[config.mk]
export PLATFORM = sky130hd
export DESIGN_NAME = send_data_flat
export DESIGN_NICKNAME = d
export VERILOG_FILES = /design/src/rtl/send_data_pkg.sv /design/src/rtl/send_data_if.sv /design/src/rtl/send_data_tx_bps.sv /design/src/rtl/send_data.sv /design/src/flat_wrapper.sv
export SDC_FILE = /design/constraint.sdc
export NUM_CORES = 1
export LEC_CHECK = 0
export ABC_AREA = 1
export CAP_MARGIN = 20
export CORE_MARGIN = 5
export CORE_UTILIZATION = 25
export CTS_CLUSTER_DIAMETER = 200
export DETAILED_ROUTE_END_ITERATION = 10
export PLACE_DENSITY = 0.5
export SYNTH_ARGS = -nofsm -noshare
export SYNTH_HDL_FRONTEND = slang
export SYNTH_SLANG_ARGS = --single-unit
[constraint.sdc]
create_clock -name clk -period 3.4 [get_ports clk]
set_input_delay 0.68 -clock clk [delete_from_list [all_inputs] [get_ports clk]]
set_output_delay 0.68 -clock clk [all_outputs]
set_load 0.1 [all_outputs]
[src/rtl/send_data_pkg.sv]
// Shared definitions for the UART transmit path: FSM state encoding,
// default clock/baud values and the bit-divisor helper.
package send_data_pkg;

    localparam int unsigned DEF_CLK_FREQ = 50_000_000;
    localparam int unsigned DEF_BAUD0    = 9_600;
    localparam int unsigned DEF_BAUD1    = 19_200;
    localparam int unsigned DEF_BAUD2    = 38_400;
    localparam int unsigned DEF_BAUD3    = 115_200;

    localparam int unsigned DATA_BITS    = 8;
    localparam int unsigned CNT_W        = 16;

    // Frame phases of an 8N1 character.
    typedef enum logic [1:0] {
        ST_IDLE  = 2'b00,
        ST_START = 2'b01,
        ST_DATA  = 2'b10,
        ST_STOP  = 2'b11
    } tx_state_e;

    // Clock cycles per bit for a given baud rate (integer divide).
    function automatic logic [CNT_W-1:0] calc_div(input int unsigned clk_freq,
                                                  input int unsigned baud);
        int unsigned div;
        div = clk_freq / baud;
        return div[CNT_W-1:0];
    endfunction

endpackage

[src/rtl/send_data_if.sv]
// Byte-source side of the UART transmitter: request strobe, data, baud
// select and the serial line with its status flags.
interface send_data_if;

    logic       tx_en;
    logic [7:0] tx_data;
    logic [1:0] choose;
    logic       tx_out;
    logic       tx_busy;
    logic       tx_ready;
    logic       tx_stop;

    // Sequencer that supplies bytes.
    modport master (
        output tx_en,
        output tx_data,
        output choose,
        input  tx_out,
        input  tx_busy,
        input  tx_ready,
        input  tx_stop
    );

    // Transmitter.
    modport slave (
        input  tx_en,
        input  tx_data,
        input  choose,
        output tx_out,
        output tx_busy,
        output tx_ready,
        output tx_stop
    );

endinterface

[src/rtl/send_data_tx_bps.sv]
// Bit-time generator: selects the divisor from the latched baud select and
// counts clock cycles within the current bit. The counter restarts on every
// FSM state entry and wraps by itself at each bit end.
module tx_bps
    import send_data_pkg::*;
#(
    parameter int unsigned CLK_FREQ = DEF_CLK_FREQ,
    parameter int unsigned BAUD0    = DEF_BAUD0,
    parameter int unsigned BAUD1    = DEF_BAUD1,
    parameter int unsigned BAUD2    = DEF_BAUD2,
    parameter int unsigned BAUD3    = DEF_BAUD3
) (
    input  logic       clk,
    input  logic       rst,
    input  logic [1:0] i_choose,
    input  logic       i_restart,
    output logic       o_bit_end,
    output logic       o_bit_near_end
);

    localparam logic [CNT_W-1:0] DIV0 = calc_div(CLK_FREQ, BAUD0);
    localparam logic [CNT_W-1:0] DIV1 = calc_div(CLK_FREQ, BAUD1);
    localparam logic [CNT_W-1:0] DIV2 = calc_div(CLK_FREQ, BAUD2);
    localparam logic [CNT_W-1:0] DIV3 = calc_div(CLK_FREQ, BAUD3);

    logic [CNT_W-1:0] w_div;
    logic [CNT_W-1:0] r_cnt;

    // Divisor mux for the baud rate latched at frame start.
    always_comb begin
        // NOTE: a default before the case keeps this purely combinational; a path
        // that leaves w_div unassigned would infer a latch.
        w_div = DIV3;
        case (i_choose)
            2'b00:   w_div = DIV0;
            2'b01:   w_div = DIV1;
            2'b10:   w_div = DIV2;
            default: w_div = DIV3;
        endcase
    end

    // Cycle counter within the current bit.
    always_ff @(posedge clk or negedge rst) begin
        // NOTE: registers use non-blocking assignments so every flop samples the
        // pre-edge values; blocking here would create order-dependent races.
        if (!rst) begin
            r_cnt <= '0;
        end else if (i_restart || o_bit_end) begin
            r_cnt <= '0;
        end else begin
            r_cnt <= r_cnt + 1'b1;
        end
    end

    // Bit end on the last cycle; near-end lets the caller register a pulse
    // that lands exactly on the last cycle (needs a divisor of at least 2).
    assign o_bit_end      = (r_cnt == (w_div - 1'b1));
    assign o_bit_near_end = (r_cnt == (w_div - 2'd2));

endmodule

[src/rtl/send_data.sv]
// UART transmitter: serialises one byte per accepted request as an 8N1 frame.
// A one-byte holding register lets the byte source queue the next byte while
// a frame is on the wire; a full hold at the end of a stop bit starts the next
// frame with no idle gap. All line-side outputs are registered.
module send_data
    import send_data_pkg::*;
#(
    parameter int unsigned CLK_FREQ = DEF_CLK_FREQ,
    parameter int unsigned BAUD0    = DEF_BAUD0,
    parameter int unsigned BAUD1    = DEF_BAUD1,
    parameter int unsigned BAUD2    = DEF_BAUD2,
    parameter int unsigned BAUD3    = DEF_BAUD3
) (
    input  logic       clk,
    input  logic       rst,
    send_data_if.slave bus
);

    tx_state_e  r_state;
    tx_state_e  w_next_state;

    logic [7:0] r_hold_data;
    logic       r_hold_full;
    logic [7:0] r_shift;
    logic [7:0] w_next_shift;
    logic [2:0] r_bit_idx;
    logic [2:0] w_next_bit_idx;
    logic [1:0] r_choose;

    logic       r_tx_out;
    logic       r_tx_busy;
    logic       r_tx_stop;
    logic       w_next_tx_out;
    logic       w_next_tx_busy;
    logic       w_next_tx_stop;

    logic       w_accept;
    logic       w_load;
    logic       w_restart;
    logic       w_bit_end;
    logic       w_bit_near_end;

    // A request is taken only while the hold is empty.
    assign w_accept = bus.tx_en & ~r_hold_full;

    tx_bps #(
        .CLK_FREQ (CLK_FREQ),
        .BAUD0    (BAUD0),
        .BAUD1    (BAUD1),
        .BAUD2    (BAUD2),
        .BAUD3    (BAUD3)
    ) u_bps (
        .clk            (clk),
        .rst            (rst),
        .i_choose       (r_choose),
        .i_restart      (w_restart),
        .o_bit_end      (w_bit_end),
        .o_bit_near_end (w_bit_near_end)
    );

    // Next-state, shift/bit-index update and next registered outputs.
    always_comb begin
        w_next_state   = r_state;
        w_next_shift   = r_shift;
        w_next_bit_idx = r_bit_idx;
        w_load         = 1'b0;

        case (r_state)
            ST_IDLE: begin
                if (r_hold_full) begin
                    w_next_state = ST_START;
                    w_load       = 1'b1;
                end
            end
            ST_START: begin
                if (w_bit_end) begin
                    w_next_state   = ST_DATA;
                    w_next_bit_idx = '0;
                end
            end
            ST_DATA: begin
                if (w_bit_end) begin
                    w_next_shift   = {1'b0, r_shift[7:1]};
                    w_next_bit_idx = r_bit_idx + 1'b1;
                    if (r_bit_idx == 3'(DATA_BITS - 1)) begin
                        w_next_state = ST_STOP;
                    end
                end
            end
            ST_STOP: begin
                if (w_bit_end) begin
                    if (r_hold_full) begin
                        w_next_state = ST_START;
                        w_load       = 1'b1;
                    end else begin
                        w_next_state = ST_IDLE;
                    end
                end
            end
            default: w_next_state = ST_IDLE;
        endcase

        if (w_load) begin
            w_next_shift = r_hold_data;
        end

        // Line level follows the state being entered so it is valid from the
        // first cycle of each bit.
        case (w_next_state)
            ST_START: w_next_tx_out = 1'b0;
            ST_DATA:  w_next_tx_out = w_next_shift[0];
            default:  w_next_tx_out = 1'b1;
        endcase

        w_next_tx_busy = (w_next_state != ST_IDLE);
        // Registered one cycle early so the pulse sits on the last stop cycle.
        w_next_tx_stop = (r_state == ST_STOP) && w_bit_near_end;
        // Bit counter is held cleared in idle and restarted on every state entry.
        w_restart      = (w_next_state != r_state) || (r_state == ST_IDLE);
    end

    // FSM state, datapath and registered line outputs.
    always_ff @(posedge clk or negedge rst) begin
        if (!rst) begin
            r_state   <= ST_IDLE;
            r_shift   <= '0;
            r_bit_idx <= '0;
            r_choose  <= '0;
            r_tx_out  <= 1'b1;
            r_tx_busy <= 1'b0;
            r_tx_stop <= 1'b0;
        end else begin
            r_state   <= w_next_state;
            r_shift   <= w_next_shift;
            r_bit_idx <= w_next_bit_idx;
            r_tx_out  <= w_next_tx_out;
            r_tx_busy <= w_next_tx_busy;
            r_tx_stop <= w_next_tx_stop;
            if (w_load) begin
                r_choose <= bus.choose;
            end
        end
    end

    // Holding register: a write wins over a same-cycle unload, so the frame
    // start takes the old byte and the hold stays full with the new one.
    always_ff @(posedge clk or negedge rst) begin
        // NOTE: the one-byte data store is reset as well so the line never shifts
        // out X values; only a large RAM would be left without reset.
        if (!rst) begin
            r_hold_data <= '0;
            r_hold_full <= 1'b0;
        end else if (w_accept) begin
            r_hold_data <= bus.tx_data;
            r_hold_full <= 1'b1;
        end else if (w_load) begin
            r_hold_full <= 1'b0;
        end
    end

    assign bus.tx_out   = r_tx_out;
    assign bus.tx_busy  = r_tx_busy;
    assign bus.tx_ready = ~r_hold_full;
    assign bus.tx_stop  = r_tx_stop;

endmodule

[src/flat_wrapper.sv]
// flat-port wrapper written by rule: the top's interface ports become plain ports
module send_data_flat import send_data_pkg::*;
#(
    parameter int unsigned CLK_FREQ = DEF_CLK_FREQ,
    parameter int unsigned BAUD0    = DEF_BAUD0,
    parameter int unsigned BAUD1    = DEF_BAUD1,
    parameter int unsigned BAUD2    = DEF_BAUD2,
    parameter int unsigned BAUD3    = DEF_BAUD3
)
  (clk, rst, bus_tx_en, bus_tx_data, bus_choose, bus_tx_out, bus_tx_busy, bus_tx_ready, bus_tx_stop);
  send_data_if bus_i ();
  input  logic clk;
  input  logic rst;
  input wire logic [$bits(bus_i.tx_en)-1:0] bus_tx_en;
  input wire logic [$bits(bus_i.tx_data)-1:0] bus_tx_data;
  input wire logic [$bits(bus_i.choose)-1:0] bus_choose;
  output wire logic [$bits(bus_i.tx_out)-1:0] bus_tx_out;
  output wire logic [$bits(bus_i.tx_busy)-1:0] bus_tx_busy;
  output wire logic [$bits(bus_i.tx_ready)-1:0] bus_tx_ready;
  output wire logic [$bits(bus_i.tx_stop)-1:0] bus_tx_stop;
  assign bus_i.tx_en = bus_tx_en;
  assign bus_i.tx_data = bus_tx_data;
  assign bus_i.choose = bus_choose;
  assign bus_tx_out = bus_i.tx_out;
  assign bus_tx_busy = bus_i.tx_busy;
  assign bus_tx_ready = bus_i.tx_ready;
  assign bus_tx_stop = bus_i.tx_stop;
  send_data #(.CLK_FREQ(CLK_FREQ), .BAUD0(BAUD0), .BAUD1(BAUD1), .BAUD2(BAUD2), .BAUD3(BAUD3)) u_core (.clk(clk), .rst(rst), .bus(bus_i));
endmodule
After elaboration in Yosys (flattened, before gate mapping)
Index checks and enable logic that the tools add are counted.
- add/sub/neg operators: 4
- multiply operators: 0
- divide/modulo/power cells: 0
- magnitude comparators: 0
- equality and inequality tests: 13
- shift operators: 0
- multiplexer cells: 21
- bitwise gates (word level): 2
- reduce and logical (&&, ||, !) cells: 12
- operator list (operator ; number):
    $pmux W13 S3 ; 1
    $eq A16 B16 Y1 ; 2
    $mux W8 ; 3
    $add A16 B1 Y16 const B ; 1
    $mux W16 ; 1
    $sub A16 B1 Y16 const B ; 1
    $sub A16 B2 Y16 const B ; 1
    $mux W2 ; 5
    $reduce_bool A2 Y1 ; 5
    $eq A2 B2 Y1 const B ; 4
    $pmux W2 S4 ; 1
    $eq A2 B1 Y1 const B ; 3
    $mux W3 ; 2
    $pmux W3 S2 ; 1
    $mux W1 ; 5
    $logic_not A2 Y1 ; 2
    $ne A2 B2 Y1 const B ; 2
    $pmux W1 S2 ; 2
    $add A3 B1 Y3 const B ; 1
    $eq A3 B3 Y1 const B ; 1
    $reduce_and A3 Y1 ; 1
    $logic_or A1 B1 Y1 ; 2
    $ne A2 B2 Y1 ; 1
    $reduce_and A2 Y1 ; 1
    3 further kinds ; 3
- register bits: 43
- bits in latches: 0
- bits in writable memories: 0
- ROM bits: 0
- memories kept: 0

Depth between registers and ports, before layout
- word-level depth: 10
- depth in mapped cells: 18
- mapped depth without buffers: 18

Hierarchy
Synthesis repeated with hierarchy kept, for this count alone.
- cell total of the unflattened synthesis: 304
- area total of the unflattened synthesis: 2474.9 um^2
- by module, submodules not included (module ; instances ; cells each ; area an instance (um^2) ; sequential area each (um^2)):
    send_data ; 1 ; 140 ; 1343.8 ; 676.9
    tx_bps ; 1 ; 164 ; 1131.1 ; 400.4

Least setup slack after synthesis
OpenSTA, ideal clock, no wires.
- kind: flip-flop to flip-flop
- start point: reg u_core.r_choose[1]
- end point: reg u_core.u_bps.r_cnt[11]
- setup time: 0.121 ns
- data arrival time: 1.923 ns
- required time: 3.279 ns
- path slack: 1.356 ns
- cell stages (with the launch flop): 17
- clock period less this slack: 2.044 ns
- cells stage by stage: dfrtp_1 > inv_1 > ha_1 > inv_1 > nand2_1 > nand2_1 > nor2_2 > nand3_2 > nor2_1 > nand3_1 > nand3_1 > nand3_1 > nand2_1 > nand3_2 > nand2_4 > buf_6 > nor2_2
- word-level cells in the longest chain between the ends: 10
- elaborated cells between the ends (all ways): 14
- classes of those cells: add/sub: 1; eq/ne: 4; mux: 6; reduce/logical: 3
- ends and longest elaborated chain (element ; line ; source):
    start: declaration ; send_data.sv:28 ; logic [1:0] r_choose;
    start signal: assignment ; send_data.sv:140 ; r_choose <= bus.choose;
    $eq A2 B2 Y1, or another cell as far along ; send_data_tx_bps.sv:34 ; case (i_choose)
    $pmux W13 S3 * ; send_data_tx_bps.sv:34 ;
    $sub A16 B1 Y16 * ; send_data_tx_bps.sv:57 ; assign o_bit_end = (r_cnt == (w_div - 1'b1));
    $eq A16 B16 Y1 * ; send_data_tx_bps.sv:57 ;
    $mux W2 (on tied branches) ; send_data.sv:91, send_data.sv:76, send_data.sv:82 ;
    $pmux W2 S4 ; send_data.sv:68 ; case (r_state)
    $ne A2 B2 Y1 ; send_data.sv:119 ; w_restart = (w_next_state != r_state) || (r_state == ST_IDLE);
    $logic_or A1 B1 Y1 ; send_data.sv:119 ;
    $logic_or A1 B1 Y1 * ; send_data_tx_bps.sv:48 ; end else if (i_restart || o_bit_end) begin
    $mux W16 * ; send_data_tx_bps.sv:48 ;
    end signal: assignment ; send_data_tx_bps.sv:51 ; r_cnt <= r_cnt + 1'b1;
    end: declaration ; send_data_tx_bps.sv:27 ; logic [CNT_W-1:0] r_cnt;
Mark *: on every way between the ends. The rest lies on a longest branch, timed or not.
A chain may end at the register's enable or synchronous reset.

Worst setup path after layout
- start point: reg u_core.r_choose[1]
- end point: reg u_core.r_tx_out (netlist: u_core.bus.tx_out)
- word-level cells in the longest chain between the ends: 8
- elaborated cells between the ends (all ways): 18
- classes of those cells: add/sub: 1; eq/ne: 5; mux: 11; reduce/logical: 1
- ends and longest elaborated chain (element ; line ; source):
    $eq A2 B2 Y1, or another cell as far along ; send_data_tx_bps.sv:34 ;
    $pmux W13 S3 * ; send_data_tx_bps.sv:34 ;
    $sub A16 B1 Y16 * ; send_data_tx_bps.sv:57 ;
    $eq A16 B16 Y1 * ; send_data_tx_bps.sv:57 ;
    $mux W2, or another cell as far along ; send_data.sv:91 ; if (w_bit_end) begin
    $pmux W2 S4, or another cell as far along ; send_data.sv:68 ;
    $eq A2 B2 Y1, or another cell as far along ; send_data.sv:109 ; case (w_next_state)
    $pmux W1 S2 * ; send_data.sv:109 ;
    net u_core.w_next_tx_out ; send_data.sv:33 ; logic w_next_tx_out;
    end signal: assignment ; send_data.sv:136 ; r_tx_out <= w_next_tx_out;
    end: declaration ; send_data.sv:30 ; logic r_tx_out;
The timed path passes the listed nets; every way through them passes the cells marked *. The select of a mux whose other input is x is not followed.

==> flow_summary.ini <==
[timing]
finalClockSkew_ps = 7.76
rsz0062_at_grt = false
setup-violations-final = 0
slew_headroom_pct = 34.9
tightestPinTransition_ps = 973
fin_crit_ps = 2630
clock.fmax_mhz = 380
whs_ps = 231
fin_crit_sh_pct = 77.4
slew_viol_final = 0
finalHoldViolCount = 0
tns_ps = 0

[finish]
fin_cells = 453
fin_nets = 346
layout-drive-gt1-share_pct = 15.3
post-route-util_pct = 29.6
final_common_cell = nand2_1
area_delta_synth_final_pct = 16.2
most-common-layout-cells = nand2_1 (72), dfrtp_1 (42), inv_1 (36)
antenna_cells = 0

[critical_path]
cp-start-kind = flip-flop
r2r-start = u_core.r_choose[1]
ff2ff_path_depth = 17
r2r-end = u_core.bus.tx_out
critPathRequiredTime_ps = 3640
rrSetupSlack_ps = 770
crit_path_end_kind = flip-flop
cp.arrival_ps = 2870
crit_path_end = u_core.bus.tx_out
worstPathMaxFanout = 17
crit_path_start = u_core.r_choose[1]
critical_path_class = flip-flop to flip-flop

[floorplanning]
die_w_um = 110
num_rows = 36
core-area_mm2 = 0.00973
start_util_pct = 25.5
dieArea_mm2 = 0.0120
die_y_um = 110
io_pins = 17

[route]
via_per_inst = 4.16
drtAntennaViolNets = 0
post_drt_wl_per_cell_um = 10.8
first_pass_iters = 4
routed_wl_mm = 4.90
vias = 1885
dr.first_iter.drc_count = 88
drc = 0

[cts]
cts_hold_buf = 0
clockBufferDepth = 2
numCtsBuffers = 5
post_cts_buffers = 0
cts_tree = done
clk_pin_slew_ps = 100
cts-resized-gates = 0
clk_latency_ps = 310
clock_sinks = 43
root_buffer = clkbuf_8
h-tree-depth = 2

[power]
ir_worst_vdd_v = 0.000231
power_density_mw_per_mm2 = 725
leakagePower_uw = 0.00137
power_uw = 2090

[global_route]
grt_pass1_wl_mm = 8.70
grt.met2_usage_pct = 14.5
overflow = 0
antenna_found_initial = 0
busiest_layer = met2
grt_max_degree = 44
groute.layer.met1.usage_pct = 12.4
use_met3_pct = 1.41
grt_pass1_vias = 1832
grt_use_total_pct = 9.18

[placement]
dp_hpwl_mm = 3.68
place_inst = 444
place.gp.congestion = 0.867
place.port_buffers = 16

[synthesis]
ys_warn_count = 0
syn_area_mm2 = 0.00248
synth_top_cell_area_share_pct = 42.4
ys_types = 29
ys_seq_area_share_pct = 43.5
synth_top_cell_by_area = dfrtp_1
syn-num-nets = 326
synthCells = 299
avgSynthCellArea_um2 = 8.29
synth_seq_cells = 43
synthTopCellsByArea = dfrtp_1 (42%), nand2_1 (11%), ha_1 (7.1%)

[run_status]
status = finished clean

[hold_path]
hp-class = input port to async pin

[run]
drv_cap = 0
==> metrics by stage <==
step	instance area (um2)	setup slack, ps
floorplan	2480	1360
global placement	2760	808
detailed placement	2760	737
CTS	2860	702
global route	2880	404
finish	2880	767
==> registers in the layout, summed over array words and instances (netlist names) <==
name / flops
u_core.u_bps.r_cnt: 16
u_core.bus.tx_stop: 1
u_core.r_hold_full: 1
u_core.bus.tx_busy: 1
u_core.r_state: 2
u_core.r_bit_idx: 3
u_core.r_hold_data: 8
u_core.r_choose: 2
u_core.r_shift: 8
u_core.bus.tx_out: 1
==> Yosys cell counts, drive strengths merged <==
library cell,number
clkbuf,1
o211ai,2
o21bai,2
nand2,76
nand4,7
xnor2,2
a21oi,4
a22o,2
buf,3
o21ai,6
ha,14
xor2,10
nor3,3
nor2,37
clkinv,1
mux2,5
dfstp,1
dfrtp,42
inv,42
nand3,39
==> how the worst min path moves through the flow <==
stage / from / end / slack (ps)
2_1_floorplan: rst / u_core.bus.tx_busy / 380
3_3_place_gp: u_core.r_hold_data[7] / u_core.r_shift[7] / 460
3_5_place_dp: u_core.r_hold_data[7] / u_core.r_shift[7] / 460
4_1_cts: u_core.r_hold_data[7] / u_core.r_shift[7] / 480
5_1_grt: rst / u_core.u_bps.r_cnt[13] / 240
6_report: rst / u_core.u_bps.r_cnt[13] / 230
==> per-layer routing <==
layer / vias to the layer above / wire length (um)
met2: 21 / 2230
met5: - / 0
li1: 986 / -
met4: 0 / 98
met1: 872 / 2440
met3: 6 / 129
==> worst max-delay path, stage by stage, from the launching register on <==
cell and delay [ps]:
dfrtp_1 450, inv_1 160, ha_1 290, inv_1 90, nand2_1 60, nand2_1 60
nor2_2 110, nand3_2 100, nor3_4 220, nand3_2 100, nand2_2 90, nand2_2 180
inv_1 300, nand2_1 80, nand2_1 100, nand2_1 60, nand2_1 60, nand2_1 40
==> report_power, final <==
group | total (uW) | switching [uW] | internal [uW]
combinational | 979 | 671 | 307
clock | 354 | 203 | 151
sequential | 755 | 99.1 | 656
==> kinds of logic after synthesis <==
| kind of cell | after synthesis | synth area share [%] |
|---|---|---|
| AO/OA/AOI/OAI | 16 | 3.94 |
| XOR/XNOR | 12 | 4.24 |
| adder cells (fa/ha/maj) | 14 | 7.07 |
| buffers and inverters | 47 | 7.83 |
| flip-flops | 43 | 43.5 |
| multiplexers | 5 | 2.27 |
| AND/OR/NAND/NOR | 162 | 31.2 |
==> cell type report <==
type | instances | area [um2]
inverter | 43 | 166
timing repair buffer | 17 | 168
sequential | 43 | 1080
tap | 133 | 166
clock buffer | 5 | 68.8
clock inverter | 3 | 26.3
multi-input combinational | 209 | 1210
fill | 1089 | 6850
Power figures use the tool's default switching activity.
